**src/rtl/button_conditioner_if.sv**
```systemverilog
// -----------------------------------------------------------------------------
// button_conditioner_if
// Four-channel push-button bus between a button source and the conditioner.
//   btn   : raw, unsynchronized, bouncing button levels (one bit per channel)
//   DPBs  : debounced button level per channel
//   SCENs : one 1-cycle pulse per accepted press
//   MCENs : pulse on press, then periodic pulses while the button is held
// master drives btn and observes the outputs; slave is the conditioner side.
// -----------------------------------------------------------------------------
interface button_conditioner_if;
    logic [3:0] btn;
    logic [3:0] DPBs;
    logic [3:0] SCENs;
    logic [3:0] MCENs;

    modport master (output btn, input  DPBs, SCENs, MCENs);
    modport slave  (input  btn, output DPBs, SCENs, MCENs);
endinterface

```
**src/rtl/button_conditioner.sv**
```systemverilog
// -----------------------------------------------------------------------------
// button_conditioner
// Four independent push-button conditioners: 2-flop synchronizer, debounce on
// press and release, single-shot press pulse and auto-repeat pulse while held.
// Ports:
//   clk   : system clock, all state changes on rising edge
//   reset : asynchronous active-high reset
//   bus   : button_conditioner_if.slave (btn in; DPBs, SCENs, MCENs out)
// -----------------------------------------------------------------------------

// One conditioner channel.
//   i_btn  : raw button level
//   o_dpb  : debounced level
//   o_scen : press pulse
//   o_mcen : press pulse plus auto-repeat pulses
module button_conditioner_ch #(
    parameter int N_DEBOUNCE = 1000000,
    parameter int N_REPEAT   = 25000000
) (
    input  logic clk,
    input  logic reset,
    input  logic i_btn,
    output logic o_dpb,
    output logic o_scen,
    output logic o_mcen
);
    localparam int DW = $clog2(N_DEBOUNCE);
    localparam int RW = $clog2(N_REPEAT);
    localparam logic [DW-1:0] DEB_LAST = DW'(N_DEBOUNCE - 1);
    localparam logic [RW-1:0] REP_LAST = RW'(N_REPEAT - 1);

    typedef enum logic [2:0] {
        IDLE, DEB_PRESS, PULSE, HELD, REPEAT, DEB_RELEASE
    } state_t;

    logic          r_meta, r_sync;
    state_t        r_state, w_state_nxt;
    logic [DW-1:0] r_deb_cnt, w_deb_nxt;
    logic [RW-1:0] r_rep_cnt, w_rep_nxt;

    always_ff @(posedge clk or posedge reset) begin
        if (reset) begin
            r_meta    <= 1'b0;
            r_sync    <= 1'b0;
            r_state   <= IDLE;
            r_deb_cnt <= '0;
            r_rep_cnt <= '0;
        end else begin
            r_meta    <= i_btn;
            r_sync    <= r_meta;
            r_state   <= w_state_nxt;
            r_deb_cnt <= w_deb_nxt;
            r_rep_cnt <= w_rep_nxt;
        end
    end

    // Counters only advance up to their terminal value: the terminal compare
    // always moves the FSM on before another increment could wrap.
    always_comb begin
        w_state_nxt = r_state;
        w_deb_nxt   = r_deb_cnt;
        w_rep_nxt   = r_rep_cnt;
        unique case (r_state)
            IDLE: begin
                if (r_sync) begin
                    w_state_nxt = DEB_PRESS;
                    w_deb_nxt   = '0;
                end
            end
            DEB_PRESS: begin
                if (!r_sync)                    w_state_nxt = IDLE;
                else if (r_deb_cnt == DEB_LAST) w_state_nxt = PULSE;
                else                            w_deb_nxt   = r_deb_cnt + 1'b1;
            end
            PULSE, REPEAT: begin
                w_state_nxt = HELD;
                w_rep_nxt   = '0;
            end
            HELD: begin
                if (!r_sync) begin
                    w_state_nxt = DEB_RELEASE;
                    w_deb_nxt   = '0;
                end else if (r_rep_cnt == REP_LAST) begin
                    w_state_nxt = REPEAT;
                end else begin
                    w_rep_nxt   = r_rep_cnt + 1'b1;
                end
            end
            DEB_RELEASE: begin
                // A return to high is a release glitch: resume holding
                // without a new press pulse.
                if (r_sync) begin
                    w_state_nxt = HELD;
                    w_rep_nxt   = '0;
                end else if (r_deb_cnt == DEB_LAST) begin
                    w_state_nxt = IDLE;
                end else begin
                    w_deb_nxt   = r_deb_cnt + 1'b1;
                end
            end
            default: w_state_nxt = IDLE;
        endcase
    end

    // Moore decode of the registered state keeps the outputs glitch-free.
    assign o_scen = (r_state == PULSE);
    assign o_mcen = (r_state == PULSE) || (r_state == REPEAT);
    assign o_dpb  = (r_state == PULSE) || (r_state == HELD) ||
                    (r_state == REPEAT) || (r_state == DEB_RELEASE);
endmodule

module button_conditioner #(
    parameter int N_DEBOUNCE = 1000000,
    parameter int N_REPEAT   = 25000000
) (
    input  logic                        clk,
    input  logic                        reset,
    button_conditioner_if.slave         bus
);
    localparam int NUM_CH = 4;

    logic [NUM_CH-1:0] w_dpb, w_scen, w_mcen;

    for (genvar g = 0; g < NUM_CH; g++) begin : g_ch
        button_conditioner_ch #(
            .N_DEBOUNCE (N_DEBOUNCE),
            .N_REPEAT   (N_REPEAT)
        ) u_ch (
            .clk    (clk),
            .reset  (reset),
            .i_btn  (bus.btn[g]),
            .o_dpb  (w_dpb[g]),
            .o_scen (w_scen[g]),
            .o_mcen (w_mcen[g])
        );
    end

    assign bus.DPBs  = w_dpb;
    assign bus.SCENs = w_scen;
    assign bus.MCENs = w_mcen;
endmodule

```
**src/flat_wrapper.sv**
```systemverilog
// flat-port wrapper written by rule: the top's interface ports become plain ports
module button_conditioner_flat 
#(
    parameter int N_DEBOUNCE = 1000000,
    parameter int N_REPEAT   = 25000000
)
  (clk, reset, bus_btn, bus_DPBs, bus_SCENs, bus_MCENs);
  button_conditioner_if bus_i ();
  input  logic clk;
  input  logic reset;
  input wire logic [$bits(bus_i.btn)-1:0] bus_btn;
  output wire logic [$bits(bus_i.DPBs)-1:0] bus_DPBs;
  output wire logic [$bits(bus_i.SCENs)-1:0] bus_SCENs;
  output wire logic [$bits(bus_i.MCENs)-1:0] bus_MCENs;
  assign bus_i.btn = bus_btn;
  assign bus_DPBs = bus_i.DPBs;
  assign bus_SCENs = bus_i.SCENs;
  assign bus_MCENs = bus_i.MCENs;
  button_conditioner #(.N_DEBOUNCE(N_DEBOUNCE), .N_REPEAT(N_REPEAT)) u_core (.clk(clk), .reset(reset), .bus(bus_i));
endmodule
```
**config.mk**
```make
export PLATFORM = sky130hd
export DESIGN_NAME = button_conditioner_flat
export DESIGN_NICKNAME = d
export VERILOG_FILES = /design/src/rtl/button_conditioner_if.sv /design/src/rtl/button_conditioner.sv /design/src/flat_wrapper.sv
export SDC_FILE = /design/constraint.sdc
export NUM_CORES = 1
export LEC_CHECK = 0
export ABC_AREA = 0
export BUFFER_PORTS_ARGS = -buffer_cell sky130_fd_sc_hd__buf_2
export CAP_MARGIN = 10
export CORE_UTILIZATION = 50
export CTS_CLUSTER_DIAMETER = 60
export DETAILED_ROUTE_END_ITERATION = 8
export GPL_TIMING_DRIVEN = 0
export PLACE_DENSITY = 0.62
export SETUP_SLACK_MARGIN = 0.05
export SKIP_CTS_REPAIR_TIMING = 1
export SYNTH_ARGS = -nofsm -noshare
export SYNTH_HDL_FRONTEND = slang
export SYNTH_SLANG_ARGS = --single-unit
```
**constraint.sdc**
```tcl
create_clock -name clk -period 7.6 [get_ports clk]
set_input_delay 0.76 -clock clk [delete_from_list [all_inputs] [get_ports clk]]
set_output_delay 0.76 -clock clk [all_outputs]
set_load 0.02 [all_outputs]
```
# Word level (Yosys, flattened, before mapping)
# Index checks and enable logic that the tools add are counted.
dict set report word_totals {
  inputBits 6
  ramBits 0
  wordCells 212
  latchBits 0
  mem_bits_ro 0
  output_inout_bits 12
  register_bits 200
  mem_count 0
}
dict set report op_classes {
  mul 0
  n_reduce_logical 44
  n_shift 0
  div 0
  magnitude_cmp 0
  mux 72
  bitwise_logic 0
  addsub 8
  eq_ne 68
}
# op n
set op_table {}
lappend op_table {{20-bit 2-to-1 mux} 20}
lappend op_table {{20-bit one-hot mux with 4 select lines} 4}
lappend op_table {{25-bit 2-to-1 mux} 12}
lappend op_table {{25-bit one-hot mux with 3 select lines} 4}
lappend op_table {{25-bit by 1-bit adder with 25-bit output (second input constant)} 4}
lappend op_table {{25-bit equality test (second input constant)} 4}
lappend op_table {{3-bit 2-to-1 mux} 28}
lappend op_table {{20-bit by 1-bit adder with 20-bit output (second input constant)} 4}
lappend op_table {{20-bit equality test (second input constant)} 4}
lappend op_table {{3-bit one-hot mux with 5 select lines} 4}
lappend op_table {{2-bit != test (second input constant)} 28}
lappend op_table {{3-bit != test (second input constant)} 12}
lappend op_table {{4-bit AND reduction} 8}
lappend op_table {{3-bit by 2-bit equality test with 1-bit output (second input constant)} 8}
lappend op_table {{3-bit equality test (second input constant)} 8}
lappend op_table {{5-bit AND reduction} 4}
lappend op_table {{1-bit logical OR} 16}
lappend op_table {{4-bit nonzero test} 4}
lappend op_table {{3-bit by 1-bit equality test with 1-bit output (second input constant)} 4}
lappend op_table {{3-bit zero test} 4}
lappend op_table {{3-bit nonzero test} 4}
lappend op_table {{2-bit OR reduction} 4}

# Longest topological paths before layout
# Gate-level depths: netlist (run 1).
dict set report logic_depth {
  ltp_word 4
  depth_mapped 9
  mapped_depth_nobuf 6
}

# Cells and area by module
# Synthesis (run 1) repeated with hierarchy kept, for this count alone.
dict set report hier_totals {
  cells_unflattened 1312
  area_unflattened_um2 11591.1
}
# mod area_each_um2 cells_each instances seq_area_each_um2
set modules_own_cells {}
lappend modules_own_cells {{button_conditioner_ch at u_core.g_ch[1].u_ch ...} 2895.3 326 2 1251.2}
lappend modules_own_cells {{button_conditioner_ch at u_core.g_ch[0].u_ch} 2914.0 336 1 1251.2}
lappend modules_own_cells {{button_conditioner_ch at u_core.g_ch[3].u_ch} 2886.5 324 1 1251.2}

# Least setup slack after synthesis (run 1)
# Ideal clock, no wire load.
dict set report synth_path {
  kind {reg2reg}
  from {register u_core.g_ch[1].u_ch.r_rep_cnt[0]}
  to {register u_core.g_ch[1].u_ch.r_rep_cnt[20]}
  setup_slack_ns 5.341
  stages_incl_launch_ff 8
  arrival_time_ns 2.133
  setup_ns 0.126
  synth_period_minus_slack_ns 2.259
  cell_sequence {dfrtp_1 > ha_1 > nand3_2 > or4_1 > buf_2 > or3_4 > and3_4 > a221o_1}
}
dict set report synth_via {
  elab_chain_len 4
  elab_cells_between_ends 7
  cone_classes {add/sub (1); eq/ne (2); mux (3); reduce/logical (1)}
}
# item line_no
set synth_rtl {}
lappend synth_rtl {{start: declaration} button_conditioner.sv:39} ;# logic [RW-1:0] r_rep_cnt, w_rep_nxt;
lappend synth_rtl {{start signal: assignment} button_conditioner.sv:53} ;# r_rep_cnt <= w_rep_nxt;
lappend synth_rtl {{25-bit by 1-bit adder with 25-bit output} button_conditioner.sv:86} ;# w_rep_nxt = r_rep_cnt + 1'b1;
lappend synth_rtl {{25-bit 2-to-1 mux} button_conditioner.sv:83} ;# end else if (r_rep_cnt == REP_LAST) begin
lappend synth_rtl {{25-bit 2-to-1 mux} button_conditioner.sv:80} ;# if (!r_sync) begin
lappend synth_rtl {{25-bit one-hot mux with 3 select lines} button_conditioner.sv:63} ;# unique case (r_state)
# Parallel ways exist; a longest one is shown, timed or not. The select of a mux whose other input is x is not followed.
# A chain may end at the register's enable or synchronous reset.

# Final worst setup path (run 1)
dict set report layout_path {
  from {register u_core.g_ch[3].u_ch.r_rep_cnt[0]}
  to {register u_core.g_ch[3].u_ch.r_rep_cnt[16]}
}
dict set report layout_via {
  elab_chain_len 4
  elab_cells_between_ends 7
  cone_classes {add/sub (1); eq/ne (2); mux (3); reduce/logical (1)}
}
# item line_no
set layout_rtl {}
lappend layout_rtl {{start: declaration} button_conditioner.sv:39}
lappend layout_rtl {{start signal: assignment} button_conditioner.sv:53}
lappend layout_rtl {{25-bit by 1-bit adder with 25-bit output} button_conditioner.sv:86}
lappend layout_rtl {{25-bit 2-to-1 mux} button_conditioner.sv:83}
lappend layout_rtl {{25-bit 2-to-1 mux} button_conditioner.sv:80}
lappend layout_rtl {{25-bit one-hot mux with 3 select lines} button_conditioner.sv:63}
# Parallel ways exist; a longest one is shown, timed or not. The select of a mux whose other input is x is not followed.

==> impl_metrics.toml, run 1 <==
[setup_path]
critPathKind = "reg -> reg"
reg2reg_slack_ns = 4.96
critPathArrivalTime_ns = 2.97
worst_setup_path_end_kind = "register"
r2r-start = "u_core.g_ch[3].u_ch.r_rep_cnt[0]"
worstReg2RegEnd = "u_core.g_ch[3].u_ch.r_rep_cnt[16]"
cp_max_fo = 10
cp-start-kind = "register"
cp.required_ns = 7.92
worst-r2r-cell-count = 9

[global_route]
grt_pass1_vias = 9510
busiest_layer = "met2"
grt_usage_pct = 23.18
gr-total-overflow = 0
grt_max_degree = 109
grt.met2_usage_pct = 38.12
met3_usage_pct = 2.908
grt_pass1_wl_mm = 46.58
antenna_found_initial = 0
met1_usage_pct = 32.33

[synthesis]
synth_cell_types = 77
syn_avg_cell_area_um2 = 9.089
synth_top_cell_area_share_pct = 42.03
synthCells = 1310
ys_seq_elements = 200
synth-seq-area-share_pct = 42.03
synthTopCellsByArea = "dfrtp_1, and3_1, a221o_1"
syn_nets = 1324
yosys_warnings = 0
syn-cell-area_um2 = 11910
async_flop_share_pct = 100.0
ys.flop_type = "dfrtp_1"
synth.most_common_cell = "dfrtp_1"
synth-edff-count = 0
netlist.top_cell.by_area = "dfrtp_1"
synth_common_cells = "dfrtp_1, nor2_1, nand2_1"

[timing]
rsz0062_at_grt = "no"
period_share_pct = 34.79
fin_setup_tns_ns = 0
fin_crit_ns = 2.644
drv_slew = 0
fin_ws_ns = 4.956
hold_viol_final = 0
finalClockSkew_ns = 0.01270
slew_headroom_pct = 33.07
finalSetupViolCount = 0
fmax_ghz = 0.3782
fin_hold_ws_ns = 0.3515
tightest_slew_ns = 0.9992

[min_path]
min-delay-start = "u_core.g_ch[0].u_ch.r_meta"
whs_path_depth = 0
hp-class = "reg -> reg"
hold_end = "u_core.g_ch[0].u_ch.r_sync"

[routing]
drt-pass1-iter-count = 5
dr_total_vias = 10389
drc = 0
viasPerCell = 6.188
wl_per_cell_um = 16.39
wl_mm = 27.53
drt_iter0_markers = 620
ant_nets = 0

[floorplan]
dieArea_um2 = 24430
core-area_um2 = 23400
initial_core_util_pct = 50.88
rows = 56
dieHeight_um = 156.3
num_io_pins = 18
die_w_um = 156.3

[placed_design]
dp_hpwl_mm = 18.57
io_buffers = 17
dp_cells = 1647
post-place-ws_ns = 4.972
gp_congestion = 0.8414

[clock_network]
root_buffer = "clkbuf_16"
cts_buffer_depth = 2
cts.sinks = 200
cts_tree = "built"
htree_levels = 4
cts_buffers = 17
clk_pin_slew_ns = 0.08
clk_latency_ns = 0.44

[cells_and_area]
layout-drive-gt1-share_pct = 9.044
num_antenna_cells = 0
fin_nets = 1361
fin_util_pct = 55.50
syn_to_final_growth_pct = 9.090
fin_cells = 1679
nFillCells = 2186

[run_status]
outcome = "completed"

[flow_run]
maxCapViolations = 0

[pwr]
power.density_nw_per_um2 = 158.3
leakage_nw = 5.759
ir_drop_mv = 0.1341
[routing by layer]
| metal | up-vias | share of wire [%] |
|---|---|---|
| met3 | 16 | 2.3 |
| met4 | 0 | 0.79 |
| met1 | 5132 | 50 |
| met5 | - | 0 |
| met2 | 132 | 47 |
| li1 | 5109 | - |
[state kept, by name (all words and copies together) (netlist names)]
signal	count
u_core.g_ch.u_ch.r_deb_cnt	80
u_core.g_ch.u_ch.r_meta	4
u_core.g_ch.u_ch.r_rep_cnt	100
u_core.g_ch.u_ch.r_state	12
u_core.g_ch.u_ch.r_sync	4
[per-stage QoR]
step / total power, mW / area, µm²
3_3_place_gp: 1.189 / 12390
5_1_grt: 2.137 / 12990
3_5_place_dp: 1.192 / 12430
2_1_floorplan: 1.165 / 11910
4_1_cts: 2.085 / 12990
6_report: 2.056 / 12990
[cell families (layout without fill, tap and decap cells)]
logic type | after synthesis | count (layout) | share of synthesized area (%)
simple gates | 593 | 593 | 27.86
buf+inv | 122 | 172 | 4.760
mux | 6 | 6 | 0.5569
compound gates | 356 | 356 | 22.11
xor+xnor | 25 | 25 | 1.839
fa+ha+maj | 8 | 8 | 0.8407
flops | 200 | 200 | 42.03
[report_power, final]
group          leakage (nW)  internal (mW)  switching (mW)
sequential             2.76           1.07          0.0130
clock                 0.272          0.447           0.440
combinational          2.73         0.0236          0.0575
total                  5.76           1.55           0.510
[critical path, stage by stage (launching register included)]
cell      delay (ns)
dfrtp_1         0.43
ha_1            0.23
and3_1          0.16
clkbuf_1        0.25
nand3_1         0.11
nor4_1          0.22
clkbuf_1        0.44
clkbuf_1        0.46
o31ai_1         0.14
o31ai_1         0.10
[worst max path at each step]
stage                                           startpoint                           endpoint  slack (ns)
after floorplan                                      reset   u_core.g_ch[0].u_ch.r_deb_cnt[0]        1.39
after global placement                               reset   u_core.g_ch[1].u_ch.r_deb_cnt[8]       -1.18
after detailed placement  u_core.g_ch[3].u_ch.r_deb_cnt[0]  u_core.g_ch[3].u_ch.r_deb_cnt[16]        4.97
after CTS                 u_core.g_ch[3].u_ch.r_deb_cnt[0]  u_core.g_ch[3].u_ch.r_deb_cnt[16]        4.94
after global routing        u_core.g_ch[3].u_ch.r_state[1]   u_core.g_ch[3].u_ch.r_rep_cnt[6]        4.69
final                     u_core.g_ch[3].u_ch.r_rep_cnt[0]  u_core.g_ch[3].u_ch.r_rep_cnt[16]        4.96
[placed cells by master, fill, tap and decap left out, types with 11 or more instances in the layout]
cell type,synthesis,layout
a221o_1,43,43
a41oi_1,13,13
nor4_1,26,26
or4_1,11,11
dfrtp_1,200,200
buf_2,15,32
nand2_1,96,96
clkbuf_1,59,59
inv_1,29,28
and3_1,74,74
and2_1,15,15
nor2_1,98,98
buf_4,16,16
nand2b_1,18,18
or3_1,11,11
a21o_1,11,11
xor2_1,15,15
nand3_1,72,72
nor3_1,30,30
o31ai_1,51,51
a211o_1,20,20
nand4_1,59,59
clkbuf_16,0,17
o21ai_0,53,53
a31oi_1,44,44
a21oi_1,39,39
a22o_1,25,25
[cell type report]
class	count	area (µm²)	share of cell area, %
Multi-Input combinational cell	988	6335	48.77
Sequential cell	200	5005	38.53
Buffer	93	457.9	3.526
Clock buffer	19	452.9	3.487
Tap cell	319	399.1	3.073
Inverter	29	116.4	0.8959
Timing Repair Buffer	18	112.6	0.8670
Clock inverter	13	110.1	0.8477
(Power assumes the default switching activity.)
==> inputs of run 2 (changes only) <==
--- a/config.mk
+++ b/config.mk
@@ -12,7 +12,7 @@
 export CTS_CLUSTER_DIAMETER = 60
 export DETAILED_ROUTE_END_ITERATION = 8
 export GPL_TIMING_DRIVEN = 0
-export PLACE_DENSITY = 0.62
+export PLACE_DENSITY = 0.64
 export SETUP_SLACK_MARGIN = 0.05
 export SKIP_CTS_REPAIR_TIMING = 1
 export SYNTH_ARGS = -nofsm -noshare
==> constraint.sdc (replaced) <==
create_clock -name clk -period 2.19 [get_ports clk]
set_input_delay 0.219 -clock clk [delete_from_list [all_inputs] [get_ports clk]]
set_output_delay 0.219 -clock clk [all_outputs]
set_load 0.02 [all_outputs]
==> impl_metrics.toml, run 2 (synthesis gave the netlist of run 1 again) <==
[run_status]
outcome = "finished, violations left"
violations = "negative setup slack"

[cells_and_area]
num_antenna_cells = 0
final_common_cell = "dfrtp_1"
layout_common_cells = "dfrtp_1, nor2_1, nand2_1, buf_4, nand3_1"
layout-drive-gt1-share_pct = 21.79
top_regs = "u_core.g_ch.u_ch.r_rep_cnt x100, u_core.g_ch.u_ch.r_deb_cnt x80, u_core.g_ch.u_ch.r_state x12"
largest_register_ffs = 100
nFillCells = 2018
regMostFlops = "u_core.g_ch.u_ch.r_rep_cnt"
multi_input_area_um2 = 6999
syn_to_final_growth_pct = 20.24
fin_cells = 1728
ff_latch_area_um2 = 5031
fin_area_um2 = 14320
fin_nets = 1412

[global_route]
grt_pass1_wl_mm = 47.06
grt_usage_pct = 23.44
gr-total-overflow = 0
grt_pass1_vias = 9500
antenna_found_initial = 0
grt_max_degree = 42

[timing]
hold_viol_final = 0
fin_ws_ns = -0.03456
drv_slew = 0
finalClockSkew_ns = 0.01266
tightest_slew_ns = 0.7296
rsz0062_at_grt = "yes"
fin_setup_tns_ns = -0.03456
fin_hold_ws_ns = 0.3409
finalSetupViolCount = 1
fmax_ghz = 0.4495
period_share_pct = 101.6
fin_crit_ns = 2.225
slew_headroom_pct = 51.26

[clock_network]
cts_tree = "built"
cts.sinks = 200
htree_levels = 4
clk_pin_slew_ns = 0.07
clk_latency_ns = 0.43
cts_buffer_depth = 2
root_buffer = "clkbuf_16"
cts_buffers = 17

[floorplan]
dieHeight_um = 156.3
num_io_pins = 18
rows = 56
core-area_um2 = 23400
initial_core_util_pct = 50.88
die_w_um = 156.3
dieArea_um2 = 24430

[routing]
drc = 0
viasPerCell = 6.248
drt-pass1-iter-count = 6
dr_total_vias = 10796
ant_nets = 0
wl_per_cell_um = 16.86
drt_iter0_markers = 914
wl_mm = 29.13

[pwr]
leakage_nw = 6.355
ir_drop_mv = 0.4558
power.density_nw_per_um2 = 510.3
p_total_mw = 7.305

[min_path]
whs_path_depth = 0
hp-class = "reg -> reg"

[setup_path]
crit_family = "simple AND/OR/NAND/NOR gates"
worst_setup_path_end_kind = "register"
worst-r2r-cell-count = 6
critical_path_buf_inv_count = 1
cpMaxStageDelayCell = "or4_4"
critPathKind = "reg -> reg"
max_stage_delay_ns = 0.53
crit_chain = "nand4_4, or4_4, buf_6, or3_4, and3_4, a221o_1"
critPathArrivalTime_ns = 2.53
cp_num_cells = 6
cp.required_ns = 2.50
cp_max_fo = 8
cp-start-kind = "register"

[placed_design]
dp_cells = 1651
dp_hpwl_mm = 18.84
io_buffers = 17
dpl-instance-area_um2 = 12520
gp_congestion = 0.8471

[flow_run]
maxCapViolations = 0
run 2: path summary, 6_finish.rpt:
| path | slack (ns) | to | from |
|---|---|---|---|
| max | -0.03 | u_core.g_ch[1].u_ch.r_rep_cnt[20] | u_core.g_ch[1].u_ch.r_rep_cnt[4] |
| min | 0.34 | u_core.g_ch[2].u_ch.r_sync | u_core.g_ch[2].u_ch.r_meta |
| max reg2reg | -0.03 | u_core.g_ch[1].u_ch.r_rep_cnt[20] | u_core.g_ch[1].u_ch.r_rep_cnt[4] |
| min reg2reg | 0.34 | u_core.g_ch[2].u_ch.r_sync | u_core.g_ch[2].u_ch.r_meta |
| max in group asynchronous | 0.84 | u_core.g_ch[2].u_ch.r_rep_cnt[2] | reset |
| min in group asynchronous | 0.47 | u_core.g_ch[1].u_ch.r_deb_cnt[10] | reset |
run 2: through the flow:
stage	util, %	worst slack, ns
finish	61.17	-0.03456
global route	61.17	-0.1144
CTS	56.02	-0.5015
detailed placement	53.52	-0.4770
global placement	53.09	-1.996
floorplan	-	-0.6173
run 2: layout make-up:
cell class / count / area share [%]
Buffer: 75 / 3.452
Clock buffer: 21 / 3.286
Clock inverter: 9 / 0.8041
Inverter: 29 / 0.7866
Multi-Input combinational cell: 988 / 48.89
Sequential cell: 200 / 35.14
Tap cell: 319 / 2.788
Timing Repair Buffer: 87 / 4.851
run 2: per-layer routing:
metal  track usage (%)  up-vias  part of all wire [%]
met5                 0        -                     0
met4             4.715        0                  0.98
met3             3.323       21                   3.5
met2             38.05      204                    47
met1             33.32     5338                    48
li1                  -     5233                     -
run 2: where the power goes:
| part | internal, mW | leakage (nW) | switching (mW) |
|---|---|---|---|
| Combinational | 0.128 | 3.35 | 0.216 |
| Clock | 1.78 | 0.282 | 1.41 |
| Sequential | 3.73 | 2.72 | 0.0476 |
